File: config.mk
export PLATFORM = sky130hd
export DESIGN_NAME = key_onehot_capture
export DESIGN_NICKNAME = d
export VERILOG_FILES = /design/src/rtl/key_onehot_capture.sv
export SDC_FILE = /design/constraint.sdc
export NUM_CORES = 1
export LEC_CHECK = 0
export ABC_AREA = 0
export BUFFER_PORTS_ARGS = -buffer_cell sky130_fd_sc_hd__buf_2
export CORE_ASPECT_RATIO = 1.25
export CORE_UTILIZATION = 40
export DETAILED_ROUTE_END_ITERATION = 16
export PLACE_DENSITY = 0.6
export SETUP_SLACK_MARGIN = 0.4
export SLEW_MARGIN = 20
export SYNTH_ARGS = -nofsm -noshare
export SYNTH_HDL_FRONTEND = slang
export SYNTH_SLANG_ARGS = --single-unit
File: constraint.sdc
create_clock -name clk -period 1.6 [get_ports clk]
set_input_delay 0.16 -clock clk [delete_from_list [all_inputs] [get_ports clk]]
set_output_delay 0.16 -clock clk [all_outputs]
set_load 0.05 [all_outputs]
File: src/rtl/key_onehot_capture.sv
// Key front-end: synchronises and debounces four raw key lines, then captures a single
// key press as a registered one-hot code. The code is held under a valid/ack handshake.
module key_onehot_capture #(
    parameter int DB_CYCLES = 4,
    parameter int CNT_W     = 3
) (
    input  logic       clk,
    input  logic       rst_n,
    input  logic [3:0] key_in,
    input  logic       ack,
    output logic       a,
    output logic       b,
    output logic       c,
    output logic       d,
    output logic       valid,
    output logic       err
);

    typedef enum logic [1:0] {
        IDLE     = 2'd0,
        HOLD     = 2'd1,
        WAIT_REL = 2'd2
    } state_t;

    // A level change is accepted on the edge where the counter would reach DB_CYCLES,
    // so the last value the counter actually holds is DB_CYCLES-1.
    localparam logic [CNT_W-1:0] CNT_LAST = CNT_W'(DB_CYCLES - 1);

    logic [3:0]       meta_q;
    logic [3:0]       sync_q;
    logic [3:0]       stable_q;
    logic [3:0]       stable_d;
    logic [CNT_W-1:0] cnt_q [4];
    logic [CNT_W-1:0] cnt_d [4];

    state_t           state_q;
    state_t           state_d;
    logic [3:0]       code_q;
    logic [3:0]       code_d;
    logic             valid_q;
    logic             valid_d;
    logic             err_q;
    logic             err_d;

    logic             stable_any;
    logic             stable_onehot;

    // Two-flop synchroniser per key line.
    always_ff @(posedge clk or negedge rst_n) begin
        if (!rst_n) begin
            meta_q <= '0;
            sync_q <= '0;
        end else begin
            meta_q <= key_in;
            sync_q <= meta_q;
        end
    end

    // Per-bit debounce: the counter only runs while the synchronised level differs from
    // the accepted level, and any return to agreement restarts it from zero.
    always_comb begin
        stable_d = stable_q;
        for (int i = 0; i < 4; i++) begin
            cnt_d[i] = cnt_q[i];
            if (sync_q[i] == stable_q[i]) begin
                cnt_d[i] = '0;
            end else if (cnt_q[i] == CNT_LAST) begin
                stable_d[i] = sync_q[i];
                cnt_d[i]    = '0;
            end else begin
                cnt_d[i] = cnt_q[i] + 1'b1;
            end
        end
    end

    always_ff @(posedge clk or negedge rst_n) begin
        if (!rst_n) begin
            stable_q <= '0;
            for (int i = 0; i < 4; i++) begin
                cnt_q[i] <= '0;
            end
        end else begin
            stable_q <= stable_d;
            for (int i = 0; i < 4; i++) begin
                cnt_q[i] <= cnt_d[i];
            end
        end
    end

    assign stable_any    = (stable_q != 4'b0000);
    assign stable_onehot = stable_any && ((stable_q & (stable_q - 4'd1)) == 4'b0000);

    // Capture FSM; the code register only ever loads a one-hot value or zero.
    always_comb begin
        state_d = state_q;
        code_d  = code_q;
        valid_d = valid_q;
        err_d   = 1'b0;
        case (state_q)
            IDLE: begin
                if (stable_onehot) begin
                    code_d  = stable_q;
                    valid_d = 1'b1;
                    state_d = HOLD;
                end else if (stable_any) begin
                    err_d   = 1'b1;
                    state_d = WAIT_REL;
                end
            end
            HOLD: begin
                if (ack) begin
                    code_d  = 4'b0000;
                    valid_d = 1'b0;
                    state_d = WAIT_REL;
                end
            end
            WAIT_REL: begin
                if (!stable_any) begin
                    state_d = IDLE;
                end
            end
            default: begin
                code_d  = 4'b0000;
                valid_d = 1'b0;
                state_d = IDLE;
            end
        endcase
    end

    always_ff @(posedge clk or negedge rst_n) begin
        if (!rst_n) begin
            state_q <= IDLE;
            code_q  <= 4'b0000;
            valid_q <= 1'b0;
            err_q   <= 1'b0;
        end else begin
            state_q <= state_d;
            code_q  <= code_d;
            valid_q <= valid_d;
            err_q   <= err_d;
        end
    end

    assign {a, b, c, d} = code_q;
    assign valid        = valid_q;
    assign err          = err_q;

endmodule
# ---- After elaboration in Yosys (flattened, before gate mapping)
# Cells that the tools add are included.
dict set report classes {
  n_addsub 5
  eq_ne 14
  n_mux 22
  n_bitwise 6
  n_reduce_logical 10
}
# operator count
set op_table {}
lappend op_table {{$mux 3} 8}
lappend op_table {{$add 3x1->3 const B} 4}
lappend op_table {{$eq 3x2->1 const B} 4}
lappend op_table {{$pmux 4 s3} 1}
lappend op_table {{$mux 2} 4}
lappend op_table {{$mux 4} 2}
lappend op_table {{$reduce_and 2->1} 4}
lappend op_table {{$ne 2x2->1 const B} 3}
lappend op_table {{$pmux 2 s3} 1}
lappend op_table {{$reduce_and 3->1} 2}
lappend op_table {{$mux 1} 5}
lappend op_table {{$not 1->1} 5}
lappend op_table {{$and 4x4->4} 1}
lappend op_table {{$eq 1x1->1} 4}
lappend op_table {{$logic_not 4->1} 1}
lappend op_table {{$reduce_bool 4->1} 1}
lappend op_table {{$sub 4x1->4 const B} 1}
lappend op_table {{$ne 3x3->1 const B} 1}
lappend op_table {{$pmux 1 s3} 1}
lappend op_table {{$eq 2x1->1 const B} 1}
lappend op_table {{$eq 2x2->1 const B} 1}
lappend op_table {{$logic_not 2->1} 1}
lappend op_table {{$logic_and 1x1->1} 1}
dict set report totals {
  regBits 32
  in_bits 7
  output_inout_bits 6
  elab_cells 71
}

# ---- Depth between registers and ports, before layout
# Gate-level depths: netlist of the first run.
dict set report logic_depth {
  depth_word 6
  ltp_mapped 4
  depth_no_buf 3
}

# ---- Least setup slack after synthesis of the first run
# Ideal clock, no wire load.
dict set report synth_timing {
  path_type {flip-flop to flip-flop}
  startpoint {register stable_q[3]}
  endpoint {register code_q[1]}
  setup_ns 0.104
  t_arrival_ns 1.400
  t_required_ns 1.496
  slack_ns 0.097
  path_stages_with_launch 5
  n_path_buf 1
  period_less_slack_ns 1.503
  cell_sequence {dfrtp_1 -> buf_6 -> or4b_4 -> or3_1 -> o311ai_1}
}
dict set report synth_between {
  elab_chain_cells 6
  word_cells_on_any_way 7
  cone_classes {add/sub (1); eq/ne (1); bitwise (1); reduce/logical (4)}
}
# element line
set synth_lines {}
lappend synth_lines {{start: declaration} 31} ;# logic [3:0] stable_q;
lappend synth_lines {{start signal: assignment} 83} ;# stable_q <= stable_d;
lappend synth_lines {{$sub 4x1->4} 91} ;# assign stable_onehot = stable_any && ((stable_q & (stable_q - 4'd1)) == 4'b0000);
lappend synth_lines {{$and 4x4->4} 91}
lappend synth_lines {{$logic_not 4->1} 91}
lappend synth_lines {{$logic_and 1x1->1 (*)} 91}
lappend synth_lines {{$ne 2x2->1 (no line) (*)} n/a}
lappend synth_lines {{$reduce_and 3->1 (no line) (*)} n/a}
lappend synth_lines {{end signal: assignment} 138} ;# code_q <= code_d;
lappend synth_lines {{end: declaration} 38} ;# logic [3:0] code_q;
# Mark *: on every way between the ends. The rest lies on a longest branch, timed or not.
# A chain may end at the register's enable or synchronous reset.

# ---- Final worst setup path of the first run
dict set report layout_timing {
  startpoint {register stable_q[0]}
  endpoint {register code_q[1]}
}
# Same word-level chain as after synthesis.

==> results of run 1 <==
[kinds of logic after synthesis]
family          synth area share, %
compound gates                 8.37
xor+xnor                       3.18
fa+ha+maj                      4.37
buf+inv                        2.73
flops                          58.2
mux                            3.28
simple gates                   19.8
[cell type report]
cell class | count | area, sq um
clock buffers | 7 | 86.3
inverters | 1 | 3.75
multi-input cells | 69 | 582
flip-flops and latches | 32 | 803
fillers | 281 | 1550
clock inverters | 1 | 7.51
repair buffers | 25 | 170
well taps | 37 | 46.3
[synthesized netlist by cell type]
cell / n
or4b_4: 1
o21a_1: 1
nand2b_1: 3
mux2_2: 4
nor4b_1: 1
o31ai_1: 1
nor2b_1: 8
or3_1: 1
nor3b_1: 8
buf_2: 3
and3b_1: 1
xnor2_1: 5
or4b_1: 1
a221o_1: 1
o21ai_0: 2
o22a_1: 1
nor4bb_1: 4
nor3_1: 3
buf_6: 1
a21oi_1: 3
nor4_1: 2
nor2_1: 4
ha_1: 4
nand2_1: 2
inv_1: 1
clkbuf_1: 2
o2111ai_1: 1
maj3_1: 1
a221oi_1: 3
dfrtp_1: 32
o311ai_1: 1
o211ai_2: 1
or2_2: 1
[registers in the layout, indices dropped and copies added, names as in the netlist]
signal	count
meta_q	4
stable_q	4
code_q	4
valid	1
err	1
cnt_q	12
state_q	2
sync_q	4
[what timing repair did]
item                                   CTS  global route
hold buffers                             5             0
pin swaps                                1             0
resized for setup                        6             8
setup endpoints to repair               11            12
buffers inserted                         2             2
endpoints found under the hold margin   36             0
[power groups by stage]
| stage | sequential (uW) | clock [uW] | combinational [uW] |
|---|---|---|---|
| floorplan | 1440 | 0 | 945 |
| global placement | 1300 | 0 | 1360 |
| detailed placement | 1320 | 0 | 1370 |
| CTS | 1290 | 653 | 1470 |
| global route | 1340 | 692 | 1660 |
| finish | 1300 | 632 | 1520 |
[layer usage]
layer / share of wire (%) / up-vias
met5: 0 / -
met4: 3.1 / 0
met3: 6.1 / 9
met2: 48 / 31
met1: 43 / 443
li1: - / 442
[worst register-to-register path: stages, from the launching register on]
cell and delay [ns]:
dfrtp_1 0.42, or4b_4 0.54, or3_1 0.36, o311ai_1 0.09
[stage by stage]
step                      cells  worst slack, ns
after floorplan             108            0.109
after global placement      155            0.117
after detailed placement    155           0.0911
after CTS                   170           0.0965
after global routing        172           0.0348
final                       172           0.0972
[worst min path at each step]
stage	depth (start not counted)	end	slack (ns)
final	3	state_q[0]	0.26
after global routing	3	state_q[0]	0.29
after CTS	3	state_q[0]	0.25
after detailed placement	1	cnt_q[2]	0.25
after global placement	1	cnt_q[2]	0.24
after floorplan	0	cnt_q[0]	-0.14
==> out/qor.csv, run 1 <==
metric,value,unit
syn_to_final_growth,23.6,%
num_vias,925,
slowest_delay,0.54,ns
hold_ws,0.258,ns
h-tree-depth,2,
hold_violations,0,
total_power,3450,uW
synthTopCellsByArea,"dfrtp_1 58%, nor3b_1 4.4%, ha_1 3.6%, nor2b_1 3.6%, mux2_2 3.3%",
dp_hpwl,1450,microns
clkTransAtPathRegs,0.07,ns
fin_setup_tns,0,ns
syn_area,1380,sq um
r2r-start,stable_q[0],
nNetsFinal,145,
power_frac_seq,37.6,%
fin_crit_sh,93.9,%
worstSetupStartpointType,flop,
crit_family,simple AND/OR/NAND/NOR gates,
worstPathArrival,1.69,ns
startpoint,stable_q[0],
rrSetupSlack,0.1,ns
slew_viol_final,0,
viasPerCell,5.38,
synthDominantCellAreaShare,58.2,%
utilization,52.3,%
p_leak,0.000740,uW
setup_viol,0,
grt-ovfl-total,0,
final_common_cell,dfrtp_1,
cts_tree,yes,
synth_cell_types,33,
ys_seq_area_share,58.2,%
cp.required,1.79,ns
swShare,38.4,%
slew_headroom,54.2,%
cts_root_buffer,clkbuf_8,
fin_skew,0.00785,ns
final_cell_mix,"30 x dfrtp_1, 12 x buf_2, 8 x nor3b_1, 8 x buf_4, 6 x clkbuf_8",
cp_cell_sequence,"or4b_4, or3_1, o311ai_1",
antenna_cells,0,
worstReg2RegEnd,code_q[1],
numCtsBuffers,5,
drive_above_1_share,32.6,%
r2r_cells,3,
drt_pass1_iterations,4,
grt_pass1_wl,3580,microns
die_area,3680,sq um
final_antenna_net_count,0,
outcome,"complete, no violations",
stdcell_area,1700,sq um
vdd_drop_max,1.03,mV
met1_usage,16.2,%
antenna_found_initial,0,
net-switching-power,1330,uW
clk_latency,0.28,ns
avgSynthCellArea,12.7,sq um
power_density,2030,nW/um^2
max_freq,0.665,GHz
finalCriticalPeriod,1.50,ns
cap_violations,0,
rsz0062_at_grt,yes,
crit_path_top_delay_cell,or4b_4,
endpoint_kind,flop,
clockPowerShare,18.3,%
critPathCapture,code_q[1],
synthCells,108,
synth_nets,119,
placed_area,1480,sq um
p_int,2120,uW
rows,23,
grt_usage,14.6,%
grt_pass1_vias,839,
io_pins,13,
portBuffers,12,
busiest_layer,met2,
tightest_slew,0.686,ns
core-area,3250,sq um
pwr-share-comb,44.1,%
finalWeightedCongestion,0.786,
hp-class,primary input to flop,
yosys.area.top_type,dfrtp_1,
die_x,54.4,microns
wl,2210,microns
die_h,67.6,microns
clock_sinks,32,
route.detailed.drc,0,
min-delay-start,ack,
grt_util_met3,6.76,%
cp.depth,3,
worst-path-buf-inv,0,
grt_use_met2,21.8,%
grt_max_degree,33,
worstSetupPathType,flop to flop,
crit_fanout,5,
wl_per_cell,12.9,microns
cts_max_path_buffers,2,
yosys_warnings,0,
drt_iter0_drc,18,
yosys_register_bits,32,
start_util,42.3,%
No activity file was read; power rests on OpenSTA's default activity.
==> run 2, diff against run 1 <==
PLACE_DENSITY = 0.58   (was 0.6)
clock period = 1.76 ns   (was 1.6 ns; I/O delays follow)
==> run 2 against run 1 <==
Net effect:
- non-clock buffer count decreased by 1
- clock skew decreased by 0.0032 ns
- power decreased by 10%
- via count decreased by 2.5%
- sequential share of layout area increased by 1.4 points
- first-iteration DRC count decreased by 39%
==> out/qor.csv, run 2 (same netlist as run 1, synthesis figures left out) <==
metric,value,unit,change
outcome,"complete, no violations",,
nNetsFinal,144,,-0.69%
io_pins,13,,unchanged
drt_iter0_drc,11,,-7
h-tree-depth,2,,unchanged
die_h,67.6,microns,unchanged
cp.required,1.94,ns,+0.15 ns
pwr-share-comb,44.2,%,about the same
clkTransAtPathRegs,0.06,ns,about the same
power_density,1870,nW/um^2,-8.1%
grt-ovfl-total,0,,unchanged
tightest_slew,0.677,ns,-0.00958 ns
setup_viol,0,,unchanged
wl,2350,microns,+6.1%
largest_register,cnt_q,,
rsz0062_at_grt,yes,,
rrSetupSlack,0.26,ns,+0.17 ns
min_path_cells,3,,unchanged
rows,23,,unchanged
final_cell_mix,"28 x dfrtp_1, 12 x buf_2, 8 x nor2b_1, 8 x nor3b_1, 6 x buf_4",,
slew_headroom,54.9,%,+0.64 points
p_leak,0.000733,uW,-0.93%
worstSetupStartpointType,flop,,
worstReg2RegEnd,code_q[1],,
antenna_found_initial,0,,unchanged
busiest_layer,met2,,
worst-path-buf-inv,0,,unchanged
endpoint_kind,flop,,
final.fill_count,290,,+3.2%
fin_crit_sh,85.1,%,-8.8 points
grt_use_met2,22.7,%,+0.91 points
grt_pass1_vias,896,,+6.8%
hp-class,primary input to flop,,
drt_pass1_iterations,4,,unchanged
grt_pass1_wl,4090,microns,+14%
r2r_cells,3,,unchanged
cts_max_path_buffers,2,,unchanged
swShare,39.4,%,+0.94 points
final_antenna_net_count,0,,unchanged
hold_end,state_q[0],,
crit_family,simple AND/OR/NAND/NOR gates,,
route.detailed.drc,0,,unchanged
wl_per_cell,13.8,microns,+7.4%
core-area,3250,sq um,unchanged
fin_skew,0.00470,ns,-0.00315 ns
slew_viol_final,0,,unchanged
grt_util_met3,6.08,%,-0.68 points
stdcell_area,1660,sq um,-2.6%
grt_usage,16.3,%,+1.7 points
cp.depth,3,,unchanged
die_area,3680,sq um,unchanged
hold_violations,0,,unchanged
cap_violations,0,,unchanged
min-delay-start,ack,,
antenna_cells,0,,unchanged
met1_usage,20.3,%,+4.1 points
cts_tree,yes,,
numCtsBuffers,5,,unchanged
worstSetupPathType,flop to flop,,
drive_above_1_share,30.1,%,-2.5 points
placed_area,1460,sq um,-1.0%
finalCriticalPeriod,1.50,ns,-0.00516 ns
portBuffers,12,,unchanged
crit_path_top_delay_cell,or4b_4,,
clk_latency,0.28,ns,about the same
max_freq,0.668,GHz,+0.34%
start_util,42.3,%,unchanged
crit_fanout,4,,-1
finalWeightedCongestion,0.857,,+9.1%
cp_cell_sequence,"or4b_4, or3_1, o311ai_1",,
cts_root_buffer,clkbuf_8,,
clock_sinks,32,,unchanged
worstPathArrival,1.67,ns,-0.02 ns
clockPowerShare,16.6,%,-1.7 points
final_common_cell,dfrtp_1,,
die_x,54.4,microns,unchanged
p_int,1870,uW,-12%
largest_reg_flops,12,,unchanged
vdd_drop_max,0.859,mV,-17%
r2r-start,stable_q[0],,
syn_to_final_growth,20.4,%,
dp_hpwl,1500,microns,+3.0%
total_power,3090,uW,-10%
fin_setup_tns,0,ns,unchanged
slowest_delay,0.56,ns,+0.02 ns
net-switching-power,1220,uW,-8.2%
power_frac_seq,39.2,%,+1.6 points
grt_max_degree,33,,unchanged
viasPerCell,5.31,,-1.3%
num_vias,902,,-2.5%
[run 2: repair_timing]
item,4_1_cts,5_1_grt
buffers inserted,5,0
setup endpoints to repair,7,8
resized for setup,5,5
hold buffers,5,0
pin swaps,2,2
endpoints found under the hold margin,36,0
[run 2: how the worst max path moves through the flow]
stage,start,slack (ns),end
after global placement,stable_q[0],0.24,code_q[1]
after detailed placement,stable_q[0],0.18,code_q[1]
after floorplan,stable_q[3],0.27,code_q[1]
after CTS,stable_q[0],0.26,code_q[1]
final,stable_q[0],0.26,code_q[1]
after global routing,stable_q[0],0.21,code_q[1]
[run 2: power groups by stage]
stage	clock (uW)	sequential (uW)	combinational [uW]
2_1_floorplan	0	1310	859
3_3_place_gp	0	1210	1160
3_5_place_dp	0	1240	1180
4_1_cts	538	1210	1320
5_1_grt	571	1250	1510
6_report	513	1210	1370
[run 2: cell type report]
cell class              count  area (sq um)  area share (%)
clock buffers               6          72.6            4.38
clock inverters             1          5.00           0.302
inverters                   1          3.75           0.227
multi-input cells          69           556            33.6
flip-flops and latches     32           806            48.7
well taps                  37          46.3            2.80
repair buffers             24           166            10.1
[run 2: per-stage QoR]
| step | utilization, % | hold WS [ns] | worst slack (ns) | instances |
|---|---|---|---|---|
| 2_1_floorplan | - | -0.120 | 0.269 | 108 |
| 3_3_place_gp | 45.0 | 0.252 | 0.239 | 153 |
| 3_5_place_dp | 45.0 | 0.262 | 0.184 | 153 |
| 4_1_cts | 50.3 | 0.280 | 0.256 | 170 |
| 5_1_grt | 50.9 | 0.320 | 0.208 | 170 |
| 6_report | 50.9 | 0.302 | 0.262 | 170 |
[run 2: worst reg2reg max path, cell delays in order (launching register included)]
cell	delay [ns]
dfrtp_2	0.42
or4b_4	0.56
or3_1	0.32
o311ai_1	0.09
[run 2: routing by layer]
metal	wire (microns)	share of wire, %	vias up
met3	116	4.9	12
met2	1070	45	24
met4	116	4.9	0
met1	1050	45	427
met5	0	0	-
li1	-	-	439
